===== src/rtl/inv_sub_bytes_pipe.sv =====
// Elastic LANES-wide AES InvSubBytes stage with 1 or 2 register stages and a 16-bit beat counter.
// Define SBOX_FWD_EN to also build the forward SubBytes table, selected per beat by in_mode.
module inv_sub_bytes_pipe #(
  parameter int unsigned LANES   = 16,
  parameter int unsigned LATENCY = 1
) (
  input  logic                 clk,
  input  logic                 rst,
  input  logic                 in_valid,
  output logic                 in_ready,
  input  logic [8*LANES-1:0]   in_data,
  input  logic                 in_mode,
  output logic                 out_valid,
  input  logic                 out_ready,
  output logic [8*LANES-1:0]   out_data,
  output logic                 out_mode,
  output logic [15:0]          beat_cnt
);

  localparam int unsigned W = 8 * LANES;

  if (LANES < 1 || LANES > 16) begin : g_bad_lanes
    $error("inv_sub_bytes_pipe: LANES must be in 1..16");
  end
  if (LATENCY != 1 && LATENCY != 2) begin : g_bad_latency
    $error("inv_sub_bytes_pipe: LATENCY must be 1 or 2");
  end

  localparam logic [7:0] InvSbox [256] = '{
    8'h52, 8'h09, 8'h6a, 8'hd5, 8'h30, 8'h36, 8'ha5, 8'h38,
    8'hbf, 8'h40, 8'ha3, 8'h9e, 8'h81, 8'hf3, 8'hd7, 8'hfb,
    8'h7c, 8'he3, 8'h39, 8'h82, 8'h9b, 8'h2f, 8'hff, 8'h87,
    8'h34, 8'h8e, 8'h43, 8'h44, 8'hc4, 8'hde, 8'he9, 8'hcb,
    8'h54, 8'h7b, 8'h94, 8'h32, 8'ha6, 8'hc2, 8'h23, 8'h3d,
    8'hee, 8'h4c, 8'h95, 8'h0b, 8'h42, 8'hfa, 8'hc3, 8'h4e,
    8'h08, 8'h2e, 8'ha1, 8'h66, 8'h28, 8'hd9, 8'h24, 8'hb2,
    8'h76, 8'h5b, 8'ha2, 8'h49, 8'h6d, 8'h8b, 8'hd1, 8'h25,
    8'h72, 8'hf8, 8'hf6, 8'h64, 8'h86, 8'h68, 8'h98, 8'h16,
    8'hd4, 8'ha4, 8'h5c, 8'hcc, 8'h5d, 8'h65, 8'hb6, 8'h92,
    8'h6c, 8'h70, 8'h48, 8'h50, 8'hfd, 8'hed, 8'hb9, 8'hda,
    8'h5e, 8'h15, 8'h46, 8'h57, 8'ha7, 8'h8d, 8'h9d, 8'h84,
    8'h90, 8'hd8, 8'hab, 8'h00, 8'h8c, 8'hbc, 8'hd3, 8'h0a,
    8'hf7, 8'he4, 8'h58, 8'h05, 8'hb8, 8'hb3, 8'h45, 8'h06,
    8'hd0, 8'h2c, 8'h1e, 8'h8f, 8'hca, 8'h3f, 8'h0f, 8'h02,
    8'hc1, 8'haf, 8'hbd, 8'h03, 8'h01, 8'h13, 8'h8a, 8'h6b,
    8'h3a, 8'h91, 8'h11, 8'h41, 8'h4f, 8'h67, 8'hdc, 8'hea,
    8'h97, 8'hf2, 8'hcf, 8'hce, 8'hf0, 8'hb4, 8'he6, 8'h73,
    8'h96, 8'hac, 8'h74, 8'h22, 8'he7, 8'had, 8'h35, 8'h85,
    8'he2, 8'hf9, 8'h37, 8'he8, 8'h1c, 8'h75, 8'hdf, 8'h6e,
    8'h47, 8'hf1, 8'h1a, 8'h71, 8'h1d, 8'h29, 8'hc5, 8'h89,
    8'h6f, 8'hb7, 8'h62, 8'h0e, 8'haa, 8'h18, 8'hbe, 8'h1b,
    8'hfc, 8'h56, 8'h3e, 8'h4b, 8'hc6, 8'hd2, 8'h79, 8'h20,
    8'h9a, 8'hdb, 8'hc0, 8'hfe, 8'h78, 8'hcd, 8'h5a, 8'hf4,
    8'h1f, 8'hdd, 8'ha8, 8'h33, 8'h88, 8'h07, 8'hc7, 8'h31,
    8'hb1, 8'h12, 8'h10, 8'h59, 8'h27, 8'h80, 8'hec, 8'h5f,
    8'h60, 8'h51, 8'h7f, 8'ha9, 8'h19, 8'hb5, 8'h4a, 8'h0d,
    8'h2d, 8'he5, 8'h7a, 8'h9f, 8'h93, 8'hc9, 8'h9c, 8'hef,
    8'ha0, 8'he0, 8'h3b, 8'h4d, 8'hae, 8'h2a, 8'hf5, 8'hb0,
    8'hc8, 8'heb, 8'hbb, 8'h3c, 8'h83, 8'h53, 8'h99, 8'h61,
    8'h17, 8'h2b, 8'h04, 8'h7e, 8'hba, 8'h77, 8'hd6, 8'h26,
    8'he1, 8'h69, 8'h14, 8'h63, 8'h55, 8'h21, 8'h0c, 8'h7d
  };

  function automatic logic [W-1:0] inv_lanes(input logic [W-1:0] d);
    logic [W-1:0] r;
    r = '0;
    for (int i = 0; i < int'(LANES); i++) begin
      r[8*i +: 8] = InvSbox[d[8*i +: 8]];
    end
    return r;
  endfunction

`ifdef SBOX_FWD_EN
  localparam logic [7:0] FwdSbox [256] = '{
    8'h63, 8'h7c, 8'h77, 8'h7b, 8'hf2, 8'h6b, 8'h6f, 8'hc5,
    8'h30, 8'h01, 8'h67, 8'h2b, 8'hfe, 8'hd7, 8'hab, 8'h76,
    8'hca, 8'h82, 8'hc9, 8'h7d, 8'hfa, 8'h59, 8'h47, 8'hf0,
    8'had, 8'hd4, 8'ha2, 8'haf, 8'h9c, 8'ha4, 8'h72, 8'hc0,
    8'hb7, 8'hfd, 8'h93, 8'h26, 8'h36, 8'h3f, 8'hf7, 8'hcc,
    8'h34, 8'ha5, 8'he5, 8'hf1, 8'h71, 8'hd8, 8'h31, 8'h15,
    8'h04, 8'hc7, 8'h23, 8'hc3, 8'h18, 8'h96, 8'h05, 8'h9a,
    8'h07, 8'h12, 8'h80, 8'he2, 8'heb, 8'h27, 8'hb2, 8'h75,
    8'h09, 8'h83, 8'h2c, 8'h1a, 8'h1b, 8'h6e, 8'h5a, 8'ha0,
    8'h52, 8'h3b, 8'hd6, 8'hb3, 8'h29, 8'he3, 8'h2f, 8'h84,
    8'h53, 8'hd1, 8'h00, 8'hed, 8'h20, 8'hfc, 8'hb1, 8'h5b,
    8'h6a, 8'hcb, 8'hbe, 8'h39, 8'h4a, 8'h4c, 8'h58, 8'hcf,
    8'hd0, 8'hef, 8'haa, 8'hfb, 8'h43, 8'h4d, 8'h33, 8'h85,
    8'h45, 8'hf9, 8'h02, 8'h7f, 8'h50, 8'h3c, 8'h9f, 8'ha8,
    8'h51, 8'ha3, 8'h40, 8'h8f, 8'h92, 8'h9d, 8'h38, 8'hf5,
    8'hbc, 8'hb6, 8'hda, 8'h21, 8'h10, 8'hff, 8'hf3, 8'hd2,
    8'hcd, 8'h0c, 8'h13, 8'hec, 8'h5f, 8'h97, 8'h44, 8'h17,
    8'hc4, 8'ha7, 8'h7e, 8'h3d, 8'h64, 8'h5d, 8'h19, 8'h73,
    8'h60, 8'h81, 8'h4f, 8'hdc, 8'h22, 8'h2a, 8'h90, 8'h88,
    8'h46, 8'hee, 8'hb8, 8'h14, 8'hde, 8'h5e, 8'h0b, 8'hdb,
    8'he0, 8'h32, 8'h3a, 8'h0a, 8'h49, 8'h06, 8'h24, 8'h5c,
    8'hc2, 8'hd3, 8'hac, 8'h62, 8'h91, 8'h95, 8'he4, 8'h79,
    8'he7, 8'hc8, 8'h37, 8'h6d, 8'h8d, 8'hd5, 8'h4e, 8'ha9,
    8'h6c, 8'h56, 8'hf4, 8'hea, 8'h65, 8'h7a, 8'hae, 8'h08,
    8'hba, 8'h78, 8'h25, 8'h2e, 8'h1c, 8'ha6, 8'hb4, 8'hc6,
    8'he8, 8'hdd, 8'h74, 8'h1f, 8'h4b, 8'hbd, 8'h8b, 8'h8a,
    8'h70, 8'h3e, 8'hb5, 8'h66, 8'h48, 8'h03, 8'hf6, 8'h0e,
    8'h61, 8'h35, 8'h57, 8'hb9, 8'h86, 8'hc1, 8'h1d, 8'h9e,
    8'he1, 8'hf8, 8'h98, 8'h11, 8'h69, 8'hd9, 8'h8e, 8'h94,
    8'h9b, 8'h1e, 8'h87, 8'he9, 8'hce, 8'h55, 8'h28, 8'hdf,
    8'h8c, 8'ha1, 8'h89, 8'h0d, 8'hbf, 8'he6, 8'h42, 8'h68,
    8'h41, 8'h99, 8'h2d, 8'h0f, 8'hb0, 8'h54, 8'hbb, 8'h16
  };

  function automatic logic [W-1:0] fwd_lanes(input logic [W-1:0] d);
    logic [W-1:0] r;
    r = '0;
    for (int i = 0; i < int'(LANES); i++) begin
      r[8*i +: 8] = FwdSbox[d[8*i +: 8]];
    end
    return r;
  endfunction
`endif

  logic           w_in_mode;
  logic           w_in_ready;
  logic [W-1:0]   w_lookup_src;
  logic           w_lookup_mode;
  logic [W-1:0]   w_inv;
  logic [W-1:0]   w_fwd;
  logic [W-1:0]   w_lookup;
  logic [15:0]    r_beat_cnt;

`ifdef SBOX_FWD_EN
  assign w_in_mode = in_mode;
  assign w_fwd     = fwd_lanes(w_lookup_src);
`else
  logic w_unused_in_mode;
  assign w_unused_in_mode = in_mode;
  // Mode is tied low, so the mux below always picks the inverse table.
  assign w_in_mode = 1'b0;
  assign w_fwd     = w_inv;
`endif

  assign w_inv    = inv_lanes(w_lookup_src);
  assign w_lookup = w_lookup_mode ? w_fwd : w_inv;
  assign in_ready = w_in_ready;
  assign beat_cnt = r_beat_cnt;

  if (LATENCY == 1) begin : g_lat1
    logic         r_v;
    logic         r_m;
    logic [W-1:0] r_d;
    logic         w_ld;

    assign w_ld          = !r_v || out_ready;
    assign w_in_ready    = !rst && w_ld;
    assign w_lookup_src  = in_data;
    assign w_lookup_mode = w_in_mode;

    always_ff @(posedge clk) begin
      if (rst) begin
        r_v <= 1'b0;
        r_d <= '0;
        r_m <= 1'b0;
      end else if (w_ld) begin
        r_v <= in_valid;
        if (in_valid) begin
          r_d <= w_lookup;
          r_m <= w_in_mode;
        end
      end
    end

    assign out_valid = r_v;
    assign out_data  = r_d;
    assign out_mode  = r_m;
  end else begin : g_lat2
    logic         r_v0;
    logic         r_m0;
    logic [W-1:0] r_d0;
    logic         r_v1;
    logic         r_m1;
    logic [W-1:0] r_d1;
    logic         w_ld0;
    logic         w_ld1;

    // Stage 0 may refill in the same cycle stage 1 drains into the output.
    assign w_ld1         = !r_v1 || out_ready;
    assign w_ld0         = !r_v0 || w_ld1;
    assign w_in_ready    = !rst && w_ld0;
    assign w_lookup_src  = r_d0;
    assign w_lookup_mode = r_m0;

    always_ff @(posedge clk) begin
      if (rst) begin
        r_v0 <= 1'b0;
        r_d0 <= '0;
        r_m0 <= 1'b0;
        r_v1 <= 1'b0;
        r_d1 <= '0;
        r_m1 <= 1'b0;
      end else begin
        if (w_ld0) begin
          r_v0 <= in_valid;
          if (in_valid) begin
            r_d0 <= in_data;
            r_m0 <= w_in_mode;
          end
        end
        if (w_ld1) begin
          r_v1 <= r_v0;
          if (r_v0) begin
            r_d1 <= w_lookup;
            r_m1 <= r_m0;
          end
        end
      end
    end

    assign out_valid = r_v1;
    assign out_data  = r_d1;
    assign out_mode  = r_m1;
  end

  always_ff @(posedge clk) begin
    if (rst) begin
      r_beat_cnt <= 16'h0000;
    end else if (in_valid && w_in_ready) begin
      r_beat_cnt <= r_beat_cnt + 16'h0001;
    end
  end

endmodule

===== config.mk =====
export PLATFORM = sky130hd
export DESIGN_NAME = inv_sub_bytes_pipe
export DESIGN_NICKNAME = d
export VERILOG_FILES = /design/src/rtl/inv_sub_bytes_pipe.sv
export SDC_FILE = /design/constraint.sdc
export NUM_CORES = 2
export LEC_CHECK = 0
export ABC_AREA = 1
export CAP_MARGIN = 40
export CORE_AREA = 2 2 424 426
export DETAILED_ROUTE_END_ITERATION = 10
export DIE_AREA = 0 0 426 428
export HOLD_SLACK_MARGIN = 0.05
export SYNTH_ARGS = -nofsm -noshare
export SYNTH_HDL_FRONTEND = slang
export SYNTH_SLANG_ARGS = --single-unit
export TNS_END_PERCENT = 5

===== constraint.sdc =====
create_clock -name clk -period 3.4 [get_ports clk]
set_input_delay 0.68 -clock clk [delete_from_list [all_inputs] [get_ports clk]]
set_output_delay 0.68 -clock clk [all_outputs]
set_load 0.01 [all_outputs]

# After elaboration in Yosys (flattened, before gate mapping)
# Memory sizes are Yosys's and may differ from the RTL's. A register that Yosys moved wholly into a read port is not among the register bits.
# Index checks and enable logic that the tools add are counted.
word_totals:
  register_bits: 17
  latchBits: 0
  ramBits: 0
  romBits: 32768
  input_bits: 133
  out_inout_bits: 147
  word_cells: 41
  mem_count: 16
classes:
  addsub: 1
  multipliers: 0
  div: 0
  n_lt_le_gt_ge: 0
  n_eq_ne: 0
  n_shift: 0
  muxes: 0
  bitwise_logic: 16
  n_reduce_logical: 6
mem_list:
  columns: ["memory", "depth", "width", "rd", "rd_clocked_by_memory_dff", "wr", "line_no", "rtl"]
  rows:
  - ["(no name shown)", 256, 8, 1, 1, 0, "68", "r[8*i +: 8] = InvSbox[d[8*i +: 8]];"]
  - ["(no name shown)", 256, 8, 1, 1, 0, "68", null]
  - ["(no name shown)", 256, 8, 1, 1, 0, "68", null]
  - ["(no name shown)", 256, 8, 1, 1, 0, "68", null]
  - ["(no name shown)", 256, 8, 1, 1, 0, "68", null]
  - ["(no name shown)", 256, 8, 1, 1, 0, "68", null]
  - ["10 more memories", null, null, null, null, null, null, null]
ops:
  columns: ["op", "count"]
  rows:
  - ["$not 8->9", 16]
  - ["$add 16x1->16 const B", 1]
  - ["$logic_and 1x1->1", 2]
  - ["$logic_not 1->1", 2]
  - ["$reduce_and 2->1", 1]
  - ["$logic_or 1x1->1", 1]

# Longest topological paths before layout
logic_depth:
  ltp_word: 4
  ltp_mapped: 17
  depth_no_buf: 16

# Least setup slack after synthesis
# OpenSTA, ideal clock, no wires.
synth_timing:
  kind: "input to register"
  start: "in in_data[105]"
  end: "reg g_lat1.r_d[105] (netlist: out_data[105])"
  setup_ns: 0.109
  t_arrival_ns: 2.320
  required_time_ns: 3.291
  slack_ns: 0.971
  stages: 14
  path_buffers: 2
  path_cell_list: "buf_2 -> inv_1 -> ha_1 -> inv_1 -> nand2_1 -> buf_2 -> nand3_1 -> o21ai_0 -> o21ai_0 -> nand3_1 -> nand3_1 -> nand3_1 -> nand2_1 -> inv_1"
synth_between:
  elab_chain_len: 1
synth_rtl:
  columns: ["element", "line_no", "rtl"]
  rows:
  - ["start, declared", "11", "input logic [8*LANES-1:0] in_data,"]
  - ["$not 8->9 (implied by the code)", "68", null]
  - ["end, declared", "147", "logic [W-1:0] r_d;"]
# No other way between the ends.
# A chain may end at the register's enable or synchronous reset.

# Worst setup path after layout
layout_timing:
  start: "in in_data[89]"
  end: "reg g_lat1.r_d[92] (netlist: out_data[92])"
# The elaborated chain is that of the path after synthesis.

==> impl_metrics.yaml <==
floorplanning:
  dieHeight_um: 428
  ios: 280
  die_area_um2: 182000
  die_w_um: 426
  coreArea_um2: 178000
  core.rowCount: 155
  start_util: 0.298
cts:
  clock-root-buffer: "clkbuf_16"
  htreeDepth: 4
  hold_buffers: 0
  clockBufferDepth: 2
  post-cts-setup-buffers: 0
  cts_buffers: 17
  cts.repair.resized: 0
  cts_num_sinks: 145
  cts_tree: "done"
  clock_latency_ns: 0.61
  cts.clk_slew.worst_paths_ns: 0.08
power:
  power_frac_seq: 0.139
  power_switching_uw: 8070
  p_sw_frac: 0.565
  p_comb_frac: 0.695
  vdd_drop_max_mv: 0.466
  p_leak_uw: 0.0326
  p_per_area_nw_per_um2: 231
  clock_power_share: 0.166
  p_int_uw: 6220
grt:
  met2_usage: 0.496
  busiest_layer: "met2"
  grt_antenna_before_repair: 11
  overflow: 0
  grt_start_max_net_pins: 73
  grt_pass1_wl_um: 471000
  use_met1: 0.437
  grt_util_all_layers: 0.329
  grt_use_met3: 0.0597
  grt_pass1_vias: 73900
detailed_routing:
  via_count: 81100
  firstDrtPassIters: 9
  drc: 0
  wl_um: 316000
  wl_per_cell_um: 23.1
  viasPerCell: 5.93
  ant_nets: 0
  drtIter0Drc: 14100
timing:
  setup_viol: 0
  worst_clock_skew_ns: 0.0374
  holdWs_ns: 0.522
  finalHoldViolations: 0
  period_share: 0.850
  rsz0062_at_grt: "false"
  period_needed_ns: 2.89
  slew_headroom: 0.445
  worst_pin_slew_ns: 0.831
  setup-tns-final_ns: 0
  max_freq_mhz: 346
  drv_slew: 0
hold_path:
  min_path_type: "reg -> reg"
finish:
  nNetsFinal: 11700
  fin_area_um2: 61900
  drive_above_1_share: 0.0834
  area_growth_pct: 16.8
  mostFrequentLayoutCell: "nand2_1"
  layout_common_cells: "nand2_1, nand3_1, nor2_1"
setup_path:
  crit_required_ns: 3.92
  worstPathCellList: "clkdlybuf4s50_1 -> buf_4 -> ha_1 -> inv_1 -> nand2_1 -> nand2_1 -> o21ai_0 -> nand3_1 -> nand3_1 -> nand3_1 -> nand3_1 -> nand2_1 -> inv_1"
  critPathKind: "in -> reg"
  crit_path_start_kind: "input pin"
  end_kind: "register"
  cp_max_fo: 13
  slowest_stage: "clkdlybuf4s50_1"
  slowest_delay_ns: 0.48
  worst_path_most_repeated_cell: "nand3_1"
  crit_arrival_ns: 3.41
synth:
  synth_area_per_cell_um2: 4.82
  synth.cell_area_um2: 53000
  synth_seq_area_share: 0.0548
  syn_nets: 11400
  ys_warn_count: 0
  synth_cell_type_count: 45
  synthCells: 11000
  ys_seq_elements: 145
placed_design:
  dp_hpwl_um: 234000
  dpl_cell_area_um2: 61200
  portBuffers: 277
  gp_congestion: 1.07
run_status:
  status: "completed"
job:
  max_cap_viol_count: 0
-- cell type report --
cell class	instances	area (um^2)
inverters	706	2670
fillers	21000	116000
repair buffers	998	8650
flip-flops and latches	145	2900
clock inverters	15	211
multi-input cells	9434	44000
clock buffers	17	425
well taps	2355	2950
diodes	7	17.5
-- metrics by stage --
step,utilization,instances,total power [uW],setup slack [ns]
floorplan,-,11000,7720,0.971
global placement,0.344,13600,11700,0.0287
detailed placement,0.345,13600,11500,0.0731
CTS,0.348,13700,14000,0.700
global route,0.348,13700,15200,0.388
finish,0.348,13700,14300,0.509
-- cells in the mapped netlist (all sizes together) --
cell type / count / area [um^2]
buf: 449 / 2380
o21ai: 555 / 2780
o2111ai: 1 / 8.76
nand3: 2829 / 14200
a22oi: 6 / 45.0
a31oi: 19 / 119
inv: 682 / 2570
and2: 2 / 12.5
xor2: 1 / 8.76
nand3b: 36 / 270
conb: 1 / 3.75
o211ai: 90 / 676
a211oi: 2 / 15.0
a21boi: 3 / 22.5
nor3: 19 / 95.1
nand2: 4072 / 15400
nor3b: 1 / 7.51
nor2: 919 / 3520
clkbuf: 262 / 985
nor4: 2 / 12.5
dfxtp: 145 / 2900
a21oi: 475 / 2410
and3: 1 / 6.26
a21o: 1 / 7.51
o21a: 2 / 15.0
clkinv: 24 / 90.1
o31ai: 2 / 15.0
nand4: 45 / 282
o21bai: 2 / 15.0
or2: 33 / 206
ha: 307 / 3840
o22ai: 8 / 50.1
-- worst max-delay path, delay by kind of cell --
| kind | cells | cell delay, ns |
|---|---|---|
| buffers and inverters | 4 | 1.00 |
| AND/OR/NAND/NOR | 7 | 1.07 |
| AO/OA/AOI/OAI | 1 | 0.21 |
| adder cells (fa/ha/maj) | 1 | 0.45 |
-- registers in the layout, indices dropped and copies added, names as in the netlist --
register   flops
beat_cnt      16
out_valid      1
out_data     128
-- layer usage --
| layer | part of all wire | vias to the layer above |
|---|---|---|
| met5 | 0.000041 | - |
| met1 | 0.39 | 36300 |
| met2 | 0.42 | 6643 |
| li1 | - | 36900 |
| met3 | 0.12 | 1327 |
| met4 | 0.067 | 2 |
-- cells by family after synthesis --
| group | synth area share |
|---|---|
| other | 0.0000708 |
| DFF | 0.0548 |
| xor gates and xnor gates | 0.000165 |
| buffers and inverters | 0.114 |
| adders and majority gates | 0.0725 |
| AOI/OAI and AO/OA | 0.117 |
| and+or+nand+nor | 0.642 |
-- worst paths after layout --
check,startpoint,to,slack [ns],depth (start not counted)
max,in_data[89],out_data[92],0.51,13
max reg2reg,beat_cnt[2],beat_cnt[13],1.31,7
min reg2reg,beat_cnt[1],beat_cnt[1],0.52,2
min,beat_cnt[1],beat_cnt[1],0.52,2
-- power groups by stage --
stage	clock [uW]	sequential, uW	combinational (uW)
final	2360	1990	9930
after global routing	2510	2010	10700
after detailed placement	0	2030	9480
after global placement	0	2030	9680
after floorplan	0	2050	5670
after CTS	2490	1990	9520
(Power assumes the default switching activity.)
